File: src/rtl/pc_gen_if.sv
// Fetch-side bus for pc_gen: redirect/trap/stall controls in, per-hart PC and fault status out.
interface pc_gen_if #(
    parameter int unsigned XLEN      = 32,
    parameter int unsigned NUM_HARTS = 1
);
    localparam int unsigned HW = (NUM_HARTS > 1) ? $clog2(NUM_HARTS) : 1;

    logic            stall;
    logic            redirect_valid;
    logic [XLEN-1:0] redirect_pc;
    logic            trap_req;
    logic [XLEN-1:0] pc;
    logic            pc_valid;
    logic [HW-1:0]   hart_id;
    logic            misaligned;
    logic [XLEN-1:0] bad_target;

    modport master (
        output stall, redirect_valid, redirect_pc, trap_req,
        input  pc, pc_valid, hart_id, misaligned, bad_target
    );

    modport slave (
        input  stall, redirect_valid, redirect_pc, trap_req,
        output pc, pc_valid, hart_id, misaligned, bad_target
    );
endinterface

File: src/rtl/pc_gen.sv
// Multi-hart round-robin program-counter generator with boot hold and misaligned-redirect trapping.
// Optional PC_COMPRESSED_EN relaxes redirect alignment to 2 bytes.
module pc_gen #(
    parameter int unsigned     XLEN        = 32,
    parameter logic [XLEN-1:0] BASE_PC     = '0,
    parameter logic [XLEN-1:0] TRAP_VEC    = XLEN'(32'h0000_0100),
    parameter int unsigned     NUM_HARTS   = 1,
    parameter int unsigned     BOOT_CYCLES = 2
) (
    input  logic     clk,
    input  logic     rst,
    pc_gen_if.slave  bus
);
    localparam int unsigned HW = (NUM_HARTS > 1) ? $clog2(NUM_HARTS) : 1;

    typedef enum logic {S_BOOT, S_RUN} state_t;

    state_t          r_state,      w_state_nxt;
    logic [3:0]      r_boot_cnt,   w_boot_cnt_nxt;
    logic [XLEN-1:0] r_pcs         [NUM_HARTS];
    logic [XLEN-1:0] w_pcs_nxt     [NUM_HARTS];
    logic [HW-1:0]   r_hart_id,    w_hart_nxt, w_hart_inc;
    logic            r_pc_valid;
    logic            r_misaligned, w_mis_nxt;
    logic [XLEN-1:0] r_bad_target, w_bad_nxt;
    logic            w_target_bad;

`ifdef PC_COMPRESSED_EN
    assign w_target_bad = bus.redirect_pc[0];
`else
    assign w_target_bad = |bus.redirect_pc[1:0];
`endif

    // Single-hart builds collapse to a constant 0 since the last index is 0.
    assign w_hart_inc = (r_hart_id == HW'(NUM_HARTS - 1)) ? '0 : r_hart_id + 1'b1;

    always_comb begin
        w_state_nxt    = r_state;
        w_boot_cnt_nxt = r_boot_cnt;
        w_pcs_nxt      = r_pcs;
        w_hart_nxt     = r_hart_id;
        w_mis_nxt      = 1'b0;
        w_bad_nxt      = r_bad_target;
        case (r_state)
            S_BOOT: begin
                if (r_boot_cnt == '0) begin
                    w_state_nxt = S_RUN;
                end else begin
                    w_boot_cnt_nxt = r_boot_cnt - 4'd1;
                end
            end
            S_RUN: begin
                if (bus.trap_req) begin
                    w_pcs_nxt[r_hart_id] = TRAP_VEC;
                end else if (bus.redirect_valid) begin
                    if (w_target_bad) begin
                        w_pcs_nxt[r_hart_id] = TRAP_VEC;
                        w_bad_nxt            = bus.redirect_pc;
                        w_mis_nxt            = 1'b1;
                    end else begin
                        w_pcs_nxt[r_hart_id] = bus.redirect_pc;
                    end
                end else if (!bus.stall) begin
                    w_pcs_nxt[r_hart_id] = r_pcs[r_hart_id] + XLEN'(4);
                end
                // Trap/redirect still land under stall, but the hart only rotates when not stalled.
                if (!bus.stall) begin
                    w_hart_nxt = w_hart_inc;
                end
            end
            default: w_state_nxt = S_BOOT;
        endcase
    end

    always_ff @(posedge clk or posedge rst) begin
        if (rst) begin
            r_state <= S_BOOT;
        end else begin
            r_state <= w_state_nxt;
        end
    end

    always_ff @(posedge clk or posedge rst) begin
        if (rst) begin
            r_boot_cnt   <= 4'(BOOT_CYCLES);
            r_hart_id    <= '0;
            r_pc_valid   <= 1'b0;
            r_misaligned <= 1'b0;
            r_bad_target <= '0;
            for (int unsigned i = 0; i < NUM_HARTS; i++) begin
                r_pcs[i] <= BASE_PC;
            end
        end else begin
            r_boot_cnt   <= w_boot_cnt_nxt;
            r_hart_id    <= w_hart_nxt;
            r_pc_valid   <= (w_state_nxt == S_RUN);
            r_misaligned <= w_mis_nxt;
            r_bad_target <= w_bad_nxt;
            for (int unsigned i = 0; i < NUM_HARTS; i++) begin
                r_pcs[i] <= w_pcs_nxt[i];
            end
        end
    end

    assign bus.pc         = r_pcs[r_hart_id];
    assign bus.pc_valid   = r_pc_valid;
    assign bus.hart_id    = r_hart_id;
    assign bus.misaligned = r_misaligned;
    assign bus.bad_target = r_bad_target;

endmodule

File: src/flat_wrapper.sv
// flat-port wrapper written by rule: the top's interface ports become plain ports
module pc_gen_flat 
#(
    parameter int unsigned     XLEN        = 32,
    parameter logic [XLEN-1:0] BASE_PC     = '0,
    parameter logic [XLEN-1:0] TRAP_VEC    = XLEN'(32'h0000_0100),
    parameter int unsigned     NUM_HARTS   = 1,
    parameter int unsigned     BOOT_CYCLES = 2
)
  (clk, rst, bus_stall, bus_redirect_valid, bus_redirect_pc, bus_trap_req, bus_pc, bus_pc_valid, bus_hart_id, bus_misaligned, bus_bad_target);
  pc_gen_if #(.XLEN(XLEN), .NUM_HARTS(NUM_HARTS)) bus_i ();
  input  logic clk;
  input  logic rst;
  input wire logic [$bits(bus_i.stall)-1:0] bus_stall;
  input wire logic [$bits(bus_i.redirect_valid)-1:0] bus_redirect_valid;
  input wire logic [$bits(bus_i.redirect_pc)-1:0] bus_redirect_pc;
  input wire logic [$bits(bus_i.trap_req)-1:0] bus_trap_req;
  output wire logic [$bits(bus_i.pc)-1:0] bus_pc;
  output wire logic [$bits(bus_i.pc_valid)-1:0] bus_pc_valid;
  output wire logic [$bits(bus_i.hart_id)-1:0] bus_hart_id;
  output wire logic [$bits(bus_i.misaligned)-1:0] bus_misaligned;
  output wire logic [$bits(bus_i.bad_target)-1:0] bus_bad_target;
  assign bus_i.stall = bus_stall;
  assign bus_i.redirect_valid = bus_redirect_valid;
  assign bus_i.redirect_pc = bus_redirect_pc;
  assign bus_i.trap_req = bus_trap_req;
  assign bus_pc = bus_i.pc;
  assign bus_pc_valid = bus_i.pc_valid;
  assign bus_hart_id = bus_i.hart_id;
  assign bus_misaligned = bus_i.misaligned;
  assign bus_bad_target = bus_i.bad_target;
  pc_gen #(.XLEN(XLEN), .BASE_PC(BASE_PC), .TRAP_VEC(TRAP_VEC), .NUM_HARTS(NUM_HARTS), .BOOT_CYCLES(BOOT_CYCLES)) u_core (.clk(clk), .rst(rst), .bus(bus_i));
endmodule
File: config.mk
export PLATFORM = sky130hd
export DESIGN_NAME = pc_gen_flat
export DESIGN_NICKNAME = d
export VERILOG_FILES = /design/src/rtl/pc_gen_if.sv /design/src/rtl/pc_gen.sv /design/src/flat_wrapper.sv
export SDC_FILE = /design/constraint.sdc
export NUM_CORES = 1
export LEC_CHECK = 0
export CAP_MARGIN = 20
export CELL_PAD_IN_SITES_DETAIL_PLACEMENT = 1
export CELL_PAD_IN_SITES_GLOBAL_PLACEMENT = 1
export CORE_MARGIN = 2
export CORE_UTILIZATION = 37
export CTS_BUF_LIST = sky130_fd_sc_hd__clkbuf_2 sky130_fd_sc_hd__clkbuf_4 sky130_fd_sc_hd__clkbuf_8
export DETAILED_ROUTE_END_ITERATION = 8
export GPL_ROUTABILITY_DRIVEN = 0
export GPL_TIMING_DRIVEN = 1
export PLACE_DENSITY = 0.86
export REMOVE_ABC_BUFFERS = 1
export SLEW_MARGIN = 20
export SYNTH_ARGS = -nofsm -noshare
export SYNTH_HDL_FRONTEND = slang
export SYNTH_SLANG_ARGS = --single-unit
File: constraint.sdc
create_clock -name clk -period 2.9 [get_ports clk]
set_input_delay 0.87 -clock clk [delete_from_list [all_inputs] [get_ports clk]]
set_output_delay 0.87 -clock clk [all_outputs]
set_load 0.03 [all_outputs]
==> metrics.cfg, run 1 <==
[outcome]
status=finished clean

[timing]
hold_viol_final=0
setup_viol=0
worst_pin_slew_ps=643
min_period_over_period_pct=85.6
relSlewSlack_pct=56.8
slew_viol_final=0
skew_ps=5.22
rsz0062_at_grt=no
layout_min_cycle_time_ps=2480
max_freq_mhz=403

[synthesis]
synth.distinct_cells=43
syn_inst=339
syn-cell-area_sq_um=3510
ys_warn_count=0
yosysSeqAreaShare_pct=49.9
synth-seq-cells=70
synth.avg_cell_area_sq_um=10.4

[grt]
first_global_vias=3589
grt_usage_pct=22.6
grt_max_degree=71
grt_pass1_wl_microns=18100
gr-total-overflow=0
antenna_found_initial=0

[route]
viasPerCell=5.52
firstDrtPassIters=4
drc=0
vias=3221
drt-wirelength-per-cell_microns=18.8
antenna_left=0
routed_wl_microns=11000
drt_iter0_markers=137

[critical_path]
critPathMaxStageDelay_ps=740
critical_path.slowest_cell=clkdlybuf4s50_1
cp.buffers_inverters=1
path_class=flip-flop to output pin
endpoint_kind=output pin
arrival_ps=1610
path_cells=clkdlybuf4s50_1
cp.required_ps=2030
cp_max_fo=8
startpoint_type=flip-flop
critPathTopFamily=buffers and inverters

[placement]
hpwl_microns=7920
dp_cells=568
portBuffers=102
placed_area_sq_um=4760

[clock_network]
cts_buffers=9
cts.sink_count=70
cts_tree=yes
cts.repair.resized=0
clkLatencyLatePin_ps=350
cts_setup_buffers=0
ctsLongestPathBuffers=2
root_buffer=clkbuf_8
clk_pin_slew_worst_paths_ps=70
cts_max_level=3
ctsHoldBuffers=0

[cells_and_area]
drive_above_1_share_pct=16.0
final.fill_count=1048
seqCellArea_sq_um=1750
fin_area_sq_um=4950
diodes=0
multi_input_area_sq_um=1640
nets=489
final-instance-count-excl-fill=584
syn2layout_area_growth_pct=41.0

[pwr]
powerDensity_nw_per_um2=520
irDropWorstVdd_mv=0.258
p_leak_nw=1.94

[die]
core_sq_um=9240
die-area_sq_um=10300
rows=35
start_util_pct=38.0
die_width_microns=101
die_y_microns=101
io_pins=104

[worst_hold_path]
hold_class=flip-flop to flip-flop

[job]
maxCapViolCount=0

-- where the power goes --
part,leakage [nW],internal (mW),switching (mW)
Sequential,0.887,1.07,0.0638
Clock,0.104,0.411,0.380
Combinational,0.946,0.297,0.353
-- layer usage --
layer	vias up	global-route usage, %	share of wire (%)
met4	0	7.17	1.6
met1	1636	28.2	42
met2	101	38.6	51
met3	18	5.59	5.4
met5	-	0	0
li1	1466	-	-
-- state kept, by name, indices dropped and copies added, names as in the netlist --
signal                 flops
u_core.r_pcs              32
u_core.bus.misaligned      1
u_core.bus.bad_target     32
u_core.r_state             1
u_core.r_boot_cnt          4
-- final timing paths --
path                                 startpoint                   end  slack [ps]  cells after the start
max                            u_core.r_pcs[15]            bus_pc[15]         420                      1
min reg2reg                u_core.r_boot_cnt[3]  u_core.r_boot_cnt[3]         500                      1
min in group asynchronous                   rst       u_core.r_pcs[1]         920                      3
max reg2reg                     u_core.r_pcs[2]      u_core.r_pcs[30]         510                      6
max in group asynchronous                   rst  u_core.r_boot_cnt[1]        1610                      3
min                        u_core.r_boot_cnt[3]  u_core.r_boot_cnt[3]         500                      1
-- per-stage QoR --
stage               total power, mW  setup WS [ps]  hold slack, ps  utilization (%)  TNS (ps)
floorplan                      1.48           -586             466                -    -25410
global placement               1.78            284             481             51.6         0
detailed placement             1.81            211             496             51.6         0
CTS                            2.60            382             509             53.6         0
global route                   2.69            309             533             53.6         0
finish                         2.57            417             501             53.6         0
-- cell type report --
type	count	share of cell area, %
sequential	70	35.4
multi-input combinational	237	33.2
timing repair buffer	118	23.3
tap	129	3.26
clock buffer	11	2.80
inverter	14	1.06
clock inverter	5	1.01
-- cell usage after synthesis --
| master | count | area share, % |
|---|---|---|
| nor3_1 | 10 | 1.4 |
| o21ai_0 | 31 | 4.4 |
| conb_1 | 1 | 0.11 |
| a32oi_1 | 3 | 0.75 |
| ha_1 | 2 | 0.71 |
| buf_2 | 4 | 0.57 |
| a21o_1 | 1 | 0.21 |
| nor2b_1 | 3 | 0.53 |
| o31ai_1 | 6 | 1.3 |
| o2bb2ai_1 | 3 | 0.75 |
| a21boi_0 | 3 | 0.64 |
| nand4_1 | 11 | 2.0 |
| and4_1 | 2 | 0.50 |
| buf_4 | 1 | 0.21 |
| dfrtp_1 | 69 | 49 |
| nand2b_1 | 2 | 0.36 |
| nand3_1 | 11 | 1.6 |
| xor2_1 | 4 | 1.0 |
| dfstp_2 | 1 | 0.75 |
| a41oi_1 | 1 | 0.25 |
| nor4_2 | 1 | 0.36 |
| o22ai_1 | 1 | 0.18 |
| xnor2_1 | 13 | 3.2 |
| mux2_2 | 32 | 10 |
| a22oi_1 | 14 | 3.0 |
| a31oi_1 | 3 | 0.53 |
| o311ai_1 | 1 | 0.25 |
| or3_1 | 2 | 0.36 |
| nand2_1 | 24 | 2.6 |
| inv_1 | 14 | 1.5 |
| clkbuf_1 | 13 | 1.4 |
| nor2_1 | 17 | 1.8 |
| nand4_2 | 1 | 0.36 |
| nor4_1 | 7 | 1.2 |
| and3_1 | 2 | 0.36 |
| or4_4 | 1 | 0.32 |
| a21oi_1 | 14 | 2.0 |
| o211ai_1 | 2 | 0.43 |
| or4_1 | 1 | 0.21 |
| o311ai_0 | 2 | 0.50 |
| nor4_4 | 2 | 1.2 |
| o31ai_2 | 1 | 0.36 |
| nor3b_1 | 2 | 0.43 |
-- worst reg2reg max path: stages (launching register included) --
cell and delay [ps]:
dfrtp_1 450, ha_1 270, nand4_1 310, nor4_4 660, nand4_1 220, xor2_1 190
o21ai_0 210
-- cell usage in the layout, fill, tap and decap left out, types with 11 or more instances in the layout --
cell / synthesis / routed
nand3_1: 11 / 11
mux2_2: 32 / 32
nor2_1: 17 / 17
a21oi_1: 14 / 14
clkdlybuf4s50_1: 0 / 102
a22oi_1: 14 / 14
inv_1: 14 / 13
dfrtp_1: 69 / 69
nand4_1: 11 / 11
nand2_1: 24 / 24
xnor2_1: 13 / 13
buf_4: 1 / 15
o21ai_0: 31 / 30
-- logic make-up (layout without fill, tap and decap cells) --
kind of cell | count (synthesis) | after routing | synth area share (%)
buffers and inverters | 32 | 148 | 3.67
flip-flops | 70 | 70 | 49.9
AND/OR/NAND/NOR | 99 | 99 | 15.6
multiplexers | 32 | 32 | 10.3
other | 1 | 1 | 0.107
adder cells (fa/ha/maj) | 2 | 2 | 0.712
AO/OA/AOI/OAI | 86 | 86 | 15.5
XOR/XNOR | 17 | 17 | 4.24
Note: power is estimated with default switching activity, not from simulation.
==> run 2: changes to the inputs <==
--- a/config.mk
+++ b/config.mk
@@ -16,7 +16,6 @@
 export GPL_TIMING_DRIVEN = 1
 export PLACE_DENSITY = 0.86
 export REMOVE_ABC_BUFFERS = 1
-export SLEW_MARGIN = 20
 export SYNTH_ARGS = -nofsm -noshare
 export SYNTH_HDL_FRONTEND = slang
 export SYNTH_SLANG_ARGS = --single-unit
==> results of run 2 <==
Same layout as run 1: the final DEF is identical, and so are final timing and power.
==> run 3: changes to the inputs <==
--- a/config.mk
+++ b/config.mk
@@ -14,6 +14,7 @@
 export DETAILED_ROUTE_END_ITERATION = 8
 export GPL_ROUTABILITY_DRIVEN = 0
 export GPL_TIMING_DRIVEN = 1
+export HOLD_SLACK_MARGIN = 0.15
 export PLACE_DENSITY = 0.86
 export REMOVE_ABC_BUFFERS = 1
 export SYNTH_ARGS = -nofsm -noshare
==> constraint.sdc (replaced) <==
create_clock -name clk -period 2.4 [get_ports clk]
set_input_delay 0.72 -clock clk [delete_from_list [all_inputs] [get_ports clk]]
set_output_delay 0.72 -clock clk [all_outputs]
set_load 0.03 [all_outputs]
==> run 3 against run 2 <==
Against the previous run:
- final cell count increased by 1.5%
- first-iteration DRC count decreased by 26%
- combinational power increased by 22%
- die area unchanged
- worst hold slack improved by 8.0 ps
- global-route usage increased by 0.71 points
- clock skew increased by 5.9 ps
- largest cell class unchanged
- largest power group unchanged
- highest routed layer unchanged
==> metrics.cfg, run 3 (synthesis gave the netlist of run 1 again) <==
[critical_path]
arrival_ps=1610
startpoint_type=flip-flop
cp_max_fo=8
cp.buffers_inverters=1
endpoint_kind=output pin
critical_path.slowest_cell=clkdlybuf4s50_1
path_cells=clkdlybuf4s50_1
path_class=flip-flop to output pin
reg2reg_from=u_core.r_pcs[5]
critPathTopFamily=buffers and inverters
cp.required_ps=1680
ff2ff_setup_slack_ps=150
rr_worst_depth=5
r2r-end=u_core.r_pcs[19]
critPathMaxStageDelay_ps=740

[cells_and_area]
diodes=0
drive_above_1_share_pct=17.9
mostFrequentLayoutCells=102 x clkdlybuf4s50_1, 68 x dfrtp_1, 32 x mux2_2, 30 x o21ai_0, 25 x buf_4
final_core_util_pct=54.5
final.fill_count=1007
layout_commonest_cell=clkdlybuf4s50_1
syn2layout_area_growth_pct=43.4
nets=500
final-instance-count-excl-fill=593

[timing]
layout_min_cycle_time_ps=2330
slew_viol_final=0
hold_slack_ps=509
fin_ws_ps=70.6
max_freq_mhz=429
relSlewSlack_pct=57.8
worst_pin_slew_ps=627
skew_ps=11.1
rsz0062_at_grt=no
hold_viol_final=0
min_period_over_period_pct=97.1
setup_viol=0

[route]
firstDrtPassIters=4
met2_length_microns=5880
vias=3300
wl_met1_microns=4650
routed_wl_microns=11400
drt-wirelength-per-cell_microns=19.3
met3RoutedLength_microns=568
drc=0
viasPerCell=5.56
highest_layer=met4
drt_iter0_markers=102
antenna_left=0

[die]
core_sq_um=9240
start_util_pct=38.0
die-area_sq_um=10300
rows=35
io_pins=104
die_y_microns=101
die_width_microns=101

[grt]
first_global_vias=3639
antenna_found_initial=0
grt_max_degree=64
grt_pass1_wl_microns=18600
grt_usage_pct=23.3
gr-total-overflow=0

[worst_hold_path]
min_from=u_core.bus.bad_target[11]
hold_class=flip-flop to flip-flop
min_to=u_core.bus.bad_target[11]
min_path_cells=1

[clock_network]
ctsLongestPathBuffers=2
cts.sink_count=70
root_buffer=clkbuf_8
cts.repair.resized=0
cts_tree=yes
cts_buffers=9
clkLatencyLatePin_ps=360
clk_pin_slew_worst_paths_ps=70
cts_setup_buffers=0
ctsHoldBuffers=0
cts_max_level=3

[placement]
dp_slack_ps=-26.5
dp_cells=579
portBuffers=102
hpwl_microns=8390

[pwr]
p_leak_nw=1.98
finalPower_mw=3.07
powerDensity_nw_per_um2=609
irDropWorstVdd_mv=0.322

[job]
maxCapViolCount=0

[outcome]
status=finished clean

run 3: layer usage:
| metal | track usage [%] | vias up |
|---|---|---|
| li1 | - | 1487 |
| met1 | 27.6 | 1682 |
| met2 | 40.8 | 102 |
| met3 | 4.76 | 29 |
| met4 | 10.3 | 0 |
| met5 | 0 | - |
run 3: layout make-up:
cell class	count	area, sq um	area share [%]
clock buffers	13	173	3.43
clock inverters	1	5.00	0.0994
inverters	14	52.6	1.04
multi-input cells	237	1640	32.6
flip-flops and latches	70	1750	34.8
well taps	129	161	3.20
repair buffers	129	1250	24.8
run 3: where the power goes:
group | internal, mW | leakage, nW | switching, mW
Combinational | 0.369 | 1.00 | 0.428
Clock | 0.459 | 0.0948 | 0.443
Sequential | 1.29 | 0.885 | 0.0776
run 3: how the worst max path moves through the flow:
stage / from / end / slack (ps) / depth (start not counted)
floorplan: bus_redirect_valid / u_core.bus.bad_target[0] / -940 / 3
global placement: bus_trap_req / u_core.bus.bad_target[15] / 50 / 4
detailed placement: bus_trap_req / u_core.bus.bad_target[23] / -30 / 4
CTS: u_core.r_pcs[15] / bus_pc[15] / 70 / 1
global route: u_core.r_pcs[15] / bus_pc[15] / 5 / 1
finish: u_core.r_pcs[15] / bus_pc[15] / 70 / 1
run 3: through the flow:
step                instance area, sq um  TNS, ps
finish                              5040        0
detailed placement                  4860     -339
global route                        5040        0
global placement                    4860        0
CTS                                 5040        0
floorplan                           3440   -52740
==> patch 1 (flow settings as in run 1) <==
`NUM_HARTS` is set to 1 in 3 places; all go to 2.
--- a/src/rtl/pc_gen_if.sv
+++ b/src/rtl/pc_gen_if.sv
@@ -1,7 +1,7 @@
 // Fetch-side bus for pc_gen: redirect/trap/stall controls in, per-hart PC and fault status out.
 interface pc_gen_if #(
     parameter int unsigned XLEN      = 32,
-    parameter int unsigned NUM_HARTS = 1
+    parameter int unsigned NUM_HARTS = 2
 );
     localparam int unsigned HW = (NUM_HARTS > 1) ? $clog2(NUM_HARTS) : 1;
 
--- a/src/rtl/pc_gen.sv
+++ b/src/rtl/pc_gen.sv
@@ -4,7 +4,7 @@
     parameter int unsigned     XLEN        = 32,
     parameter logic [XLEN-1:0] BASE_PC     = '0,
     parameter logic [XLEN-1:0] TRAP_VEC    = XLEN'(32'h0000_0100),
-    parameter int unsigned     NUM_HARTS   = 1,
+    parameter int unsigned     NUM_HARTS   = 2,
     parameter int unsigned     BOOT_CYCLES = 2
 ) (
     input  logic     clk,
--- a/src/flat_wrapper.sv
+++ b/src/flat_wrapper.sv
@@ -4,7 +4,7 @@
     parameter int unsigned     XLEN        = 32,
     parameter logic [XLEN-1:0] BASE_PC     = '0,
     parameter logic [XLEN-1:0] TRAP_VEC    = XLEN'(32'h0000_0100),
-    parameter int unsigned     NUM_HARTS   = 1,
+    parameter int unsigned     NUM_HARTS   = 2,
     parameter int unsigned     BOOT_CYCLES = 2
 )
   (clk, rst, bus_stall, bus_redirect_valid, bus_redirect_pc, bus_trap_req, bus_pc, bus_pc_valid, bus_hart_id, bus_misaligned, bus_bad_target);
Behaviour: not the same (Yosys sat finds a counterexample within 10 cycles, from zero or initial values and one cycle with rst high).
==> patch 1 against run 1 <==
Register-to-register slack lost 0.18 ns; clock skew grew 0.0090 ns; area after synthesis is 65% higher; via count increased by 62%; sequential cell count grew 33; clock power rose by 23%; final area increased by 52%; combinational power rose to 4.3 times the old value; worst setup slack worse by 0.34 ns; wire length rose by 72%; power rose by 120%; largest cell class is now multi-input gates.
==> patch 1: results (changes against run 1) <==
[yosys]
yosys-top-cells-count = 102 x dfrtp_1, 53 x mux2_2, 47 x nand2_1
synth_cells = 564  ; +66%
synth_area_leaders = dfrtp_1 44%, mux2_2 10%, a22oi_1 5.0%, xnor2_1 3.9%, o21ai_0 3.4%
synth-seq-area-share_pct = 44.4  ; -5.5 points

[routing]
vias = 5215  ; +62%
first_pass_iters = 5  ; +1
drt-total-wl_um = 18800  ; +72%
drtIter0Drc = 368  ; +170%

[place]
place_area_sq_um = 7300  ; +53%
io_buffers = 103  ; +0.98%
dp_hpwl_um = 13800  ; +74%
place_inst = 882  ; +55%

[final_layout]
design_area_sq_um = 7510  ; +52%
fin_cells = 898  ; +54%
fillers = 1706  ; +63%
layout.nets = 721  ; +47%

[critical_path]
rrSetupSlack_ns = 0.33  ; -0.18 ns
crit_buf_inv = 3  ; +2
r2r_end = u_core.r_pcs[28]$_DFFE_PP0P_
reg2regPathDepth = 8  ; +2
critPathMaxStageDelay_ns = 0.51  ; -0.23 ns
path_max_fanout = 22  ; +14
arrival_ns = 1.95  ; +0.34 ns
crit_start = u_core.bus.hart_id$_DFFE_PP0P_

[status]
status = finished, final reports clean

[cts]
insertion_delay_ns = 0.41  ; +0.06 ns

[worst_hold_path]
hold_path_end = u_core.r_pcs[1]$_DFFE_PP0P_
worst_hold_path.num_cells = 1  ; unchanged
min_from = u_core.r_pcs[1]$_DFFE_PP0P_

[power_and_ir_drop]
p_leak_nw = 3.17  ; +64%
ir_drop_mv = 0.332  ; +29%

[timing]
max_slew_margin_pct = 58.2  ; +1.4 points

[grt]
grt_max_degree = 43  ; -39%
grt_usage_pct = 23.6  ; +1.0 points
grt_pass1_wl_um = 30400  ; +68%

==> patch 1: kinds of logic after synthesis <==
family                   after synthesis  share of synthesized area [%]
AO/OA/AOI/OAI                        159                           18.3
XOR/XNOR                              31                           4.67
adder cells (fa/ha/maj)                2                          0.431
buffers and inverters                 52                           4.39
flip-flops                           103                           44.4
multiplexers                          63                           12.0
AND/OR/NAND/NOR                      154                           15.8
==> patch 1: per-stage QoR <==
| stage | power [mW] | setup slack (ns) | hold slack (ns) |
|---|---|---|---|
| global route | 6.04 | 0.0190 | 0.523 |
| finish | 5.78 | 0.0780 | 0.499 |
| floorplan | 3.56 | -1.35 | 0.452 |
| detailed placement | 4.78 | 0.0254 | 0.477 |
| global placement | 4.67 | 0.133 | 0.465 |
| CTS | 5.76 | 0.00826 | 0.503 |
==> patch 1: where the power goes <==
| group | total, mW | switching, mW | internal (mW) |
|---|---|---|---|
| logic | 2.77 | 1.60 | 1.17 |
| registers | 2.04 | 0.330 | 1.71 |
| clock network | 0.976 | 0.546 | 0.431 |
| total | 5.78 | 2.47 | 3.31 |
==> patch 1: area by class of cell <==
class,instances,share of cell area (%)
multi-input cells,409,39.9
well taps,211,3.52
flip-flops and latches,103,34.4
repair buffers,142,18.7
clock inverters,5,0.767
inverters,17,0.883
clock buffers,11,1.93
==> patch 1: repair_timing <==
| item | 4_1_cts | 5_1_grt |
|---|---|---|
| gates resized for setup | 6 | 4 |
| endpoints found under the setup margin | 6 | 9 |
| hold buffers | 0 | 0 |
==> patch 1: metal layers <==
metal | global-route usage [%] | up-vias | routed length, um
li1 | - | 2317 | -
met1 | 29.6 | 2686 | 8110
met2 | 39.0 | 167 | 9130
met3 | 5.45 | 45 | 1070
met4 | 10.2 | 0 | 536
met5 | 0 | - | 0
==> patch 2 (settings of run 1) <==
Without the edit above. Make the reset (`rst`) synchronous in 2 clocked blocks.
--- a/src/rtl/pc_gen.sv
+++ b/src/rtl/pc_gen.sv
@@ -72,7 +72,7 @@
         endcase
     end
 
-    always_ff @(posedge clk or posedge rst) begin
+    always_ff @(posedge clk) begin
         if (rst) begin
             r_state <= S_BOOT;
         end else begin
@@ -80,7 +80,7 @@
         end
     end
 
-    always_ff @(posedge clk or posedge rst) begin
+    always_ff @(posedge clk) begin
         if (rst) begin
             r_boot_cnt   <= 4'(BOOT_CYCLES);
             r_hart_id    <= '0;
Check against the original RTL: differs if rst is asserted again (counterexample within 4 cycles, from zero or initial values and one cycle with rst high); with rst held inactive, the same outputs for 10 cycles.
==> patch 2 against run 1 <==
Area after synthesis decreased by 3.8%; power increased by 6.1%; non-clock buffer count stayed put; worst setup slack is essentially flat; wire length grew 8.7%; final area down 2.8%; clock skew is 0.0075 ns higher; sequential share of layout area shrank 6.3 points; hold slack worse by 0.044 ns; sequential cell count is the same; register-to-register slack improved by 0.23 ns; largest cell class is now multi-input gates.
==> patch 2: results (changes against run 1) <==
[worst_hold_path]
hold_path_class = reg -> reg
worst_hold_path.num_cells = 2  ; +1

[place]
dp_slack_ns = 0.171  ; -0.0400 ns
place_inst = 619  ; +9.0%
dp_hpwl_um = 8380  ; +5.8%
place_area_sq_um = 4530  ; -4.8%

[power_and_ir_drop]
internal-power_mw = 1.95  ; +9.7%
ir_drop_mv = 0.230  ; -11%
p_leak_nw = 1.59  ; -18%

[cts]
root_buffer = clkbuf_8
cts_resized = 0  ; unchanged
clk_pin_slew_ns = 0.08
insertion_delay_ns = 0.37  ; +0.02 ns

[routing]
drt-total-wl_um = 11900  ; +8.7%
vias = 3574  ; +11%
first_pass_iters = 4  ; unchanged
vias_per_cell = 5.63  ; +2.0%
drtIter0Drc = 153  ; +12%

[yosys]
synthArstFlopShare_pct = 0  ; -100 points
synth_xor_area_share_pct = 4.67  ; +0.43 points
synth_area_leaders = dfxtp_1 41%, nand2_1 9.1%, a21oi_1 7.4%, a22oi_1 4.7%, xor2_1 3.4%
synth_cells = 420  ; +24%
synthDistinctLibCells = 49  ; +14%
synth_compound_area_share_pct = 21.1  ; +5.6 points
synth-seq-area-share_pct = 41.5  ; -8.4 points
synthMuxAreaShare_pct = 0.630  ; -9.6 points
post_synth_fa_ha_maj_area_fraction_pct = 0.741  ; +0.028 points
yosys-top-cells-count = 82 x nand2_1, 70 x dfxtp_1, 50 x a21oi_1

[grt]
grt_pass1_wl_um = 19400  ; +7.0%
grt_usage_pct = 24.7  ; +2.1 points
grt_pass1_vias = 3807  ; +6.1%
grt_max_degree = 34  ; -52%
antenna_found_initial = 0  ; unchanged

[timing]
drv_slew = 0  ; unchanged
max_slew_margin_pct = 60.4  ; +3.6 points
clock_skew_ns = 0.0127  ; +0.00749 ns

[final_layout]
layout.nets = 561  ; +15%
antenna_cells = 0  ; unchanged
fillers = 1074  ; +2.5%
drive_above_1_share_pct = 9.30  ; -6.7 points

[critical_path]
slowest_stage = clkdlybuf4s50_1
arrival_ns = 1.61  ; about the same
path_max_fanout = 7  ; -1

[status]
status = finished, final reports clean

## patch 2: final timing paths
kind                            slack, ns                              startpoint                                     end
worst max register to register       0.74            u_core.r_pcs[2]$_SDFFE_PP0N_           u_core.r_pcs[28]$_SDFFE_PP0N_
worst min-delay path                 0.46  u_core.bus.bad_target[17]$_SDFFE_PP0P_  u_core.bus.bad_target[17]$_SDFFE_PP0P_
worst min register to register       0.46  u_core.bus.bad_target[17]$_SDFFE_PP0P_  u_core.bus.bad_target[17]$_SDFFE_PP0P_
worst max-delay path                 0.42           u_core.r_pcs[11]$_SDFFE_PP0N_                              bus_pc[11]
## patch 2: power by group through the flow
stage | sequential (mW) | combinational, mW | clock [mW]
2_1_floorplan | 1.15 | 0.210 | 0
3_3_place_gp | 1.10 | 0.510 | 0
3_5_place_dp | 1.10 | 0.531 | 0
4_1_cts | 1.08 | 0.543 | 1.13
5_1_grt | 1.09 | 0.582 | 1.17
6_report | 1.08 | 0.541 | 1.11
## patch 2: final cells by class
| class | instances | area, sq um | area share, % |
|---|---|---|---|
| clock buffer | 11 | 151 | 3.15 |
| tap | 108 | 135 | 2.81 |
| clock inverter | 5 | 129 | 2.68 |
| sequential | 70 | 1400 | 29.1 |
| multi-input combinational | 317 | 1830 | 37.9 |
| timing repair buffer | 118 | 1150 | 23.9 |
| inverter | 6 | 22.5 | 0.468 |
## patch 2: layer usage
layer  wire (um)  vias to the layer above  GRT usage [%]
li1            -                     1693              -
met1        5130                     1757           30.1
met2        5890                      112           42.7
met3         723                       12           5.97
met4         171                        0           8.22
met5           0                        -              0
## patch 2: cell families (layout without fill, tap and decap cells)
logic type | after synthesis | in the layout
adders and majority gates | 2 | 2
AOI/OAI and AO/OA | 117 | 117
buffers and inverters | 33 | 140
DFF | 70 | 70
muxes | 2 | 2
and+or+nand+nor | 177 | 177
other | 1 | 1
xor gates and xnor gates | 18 | 18
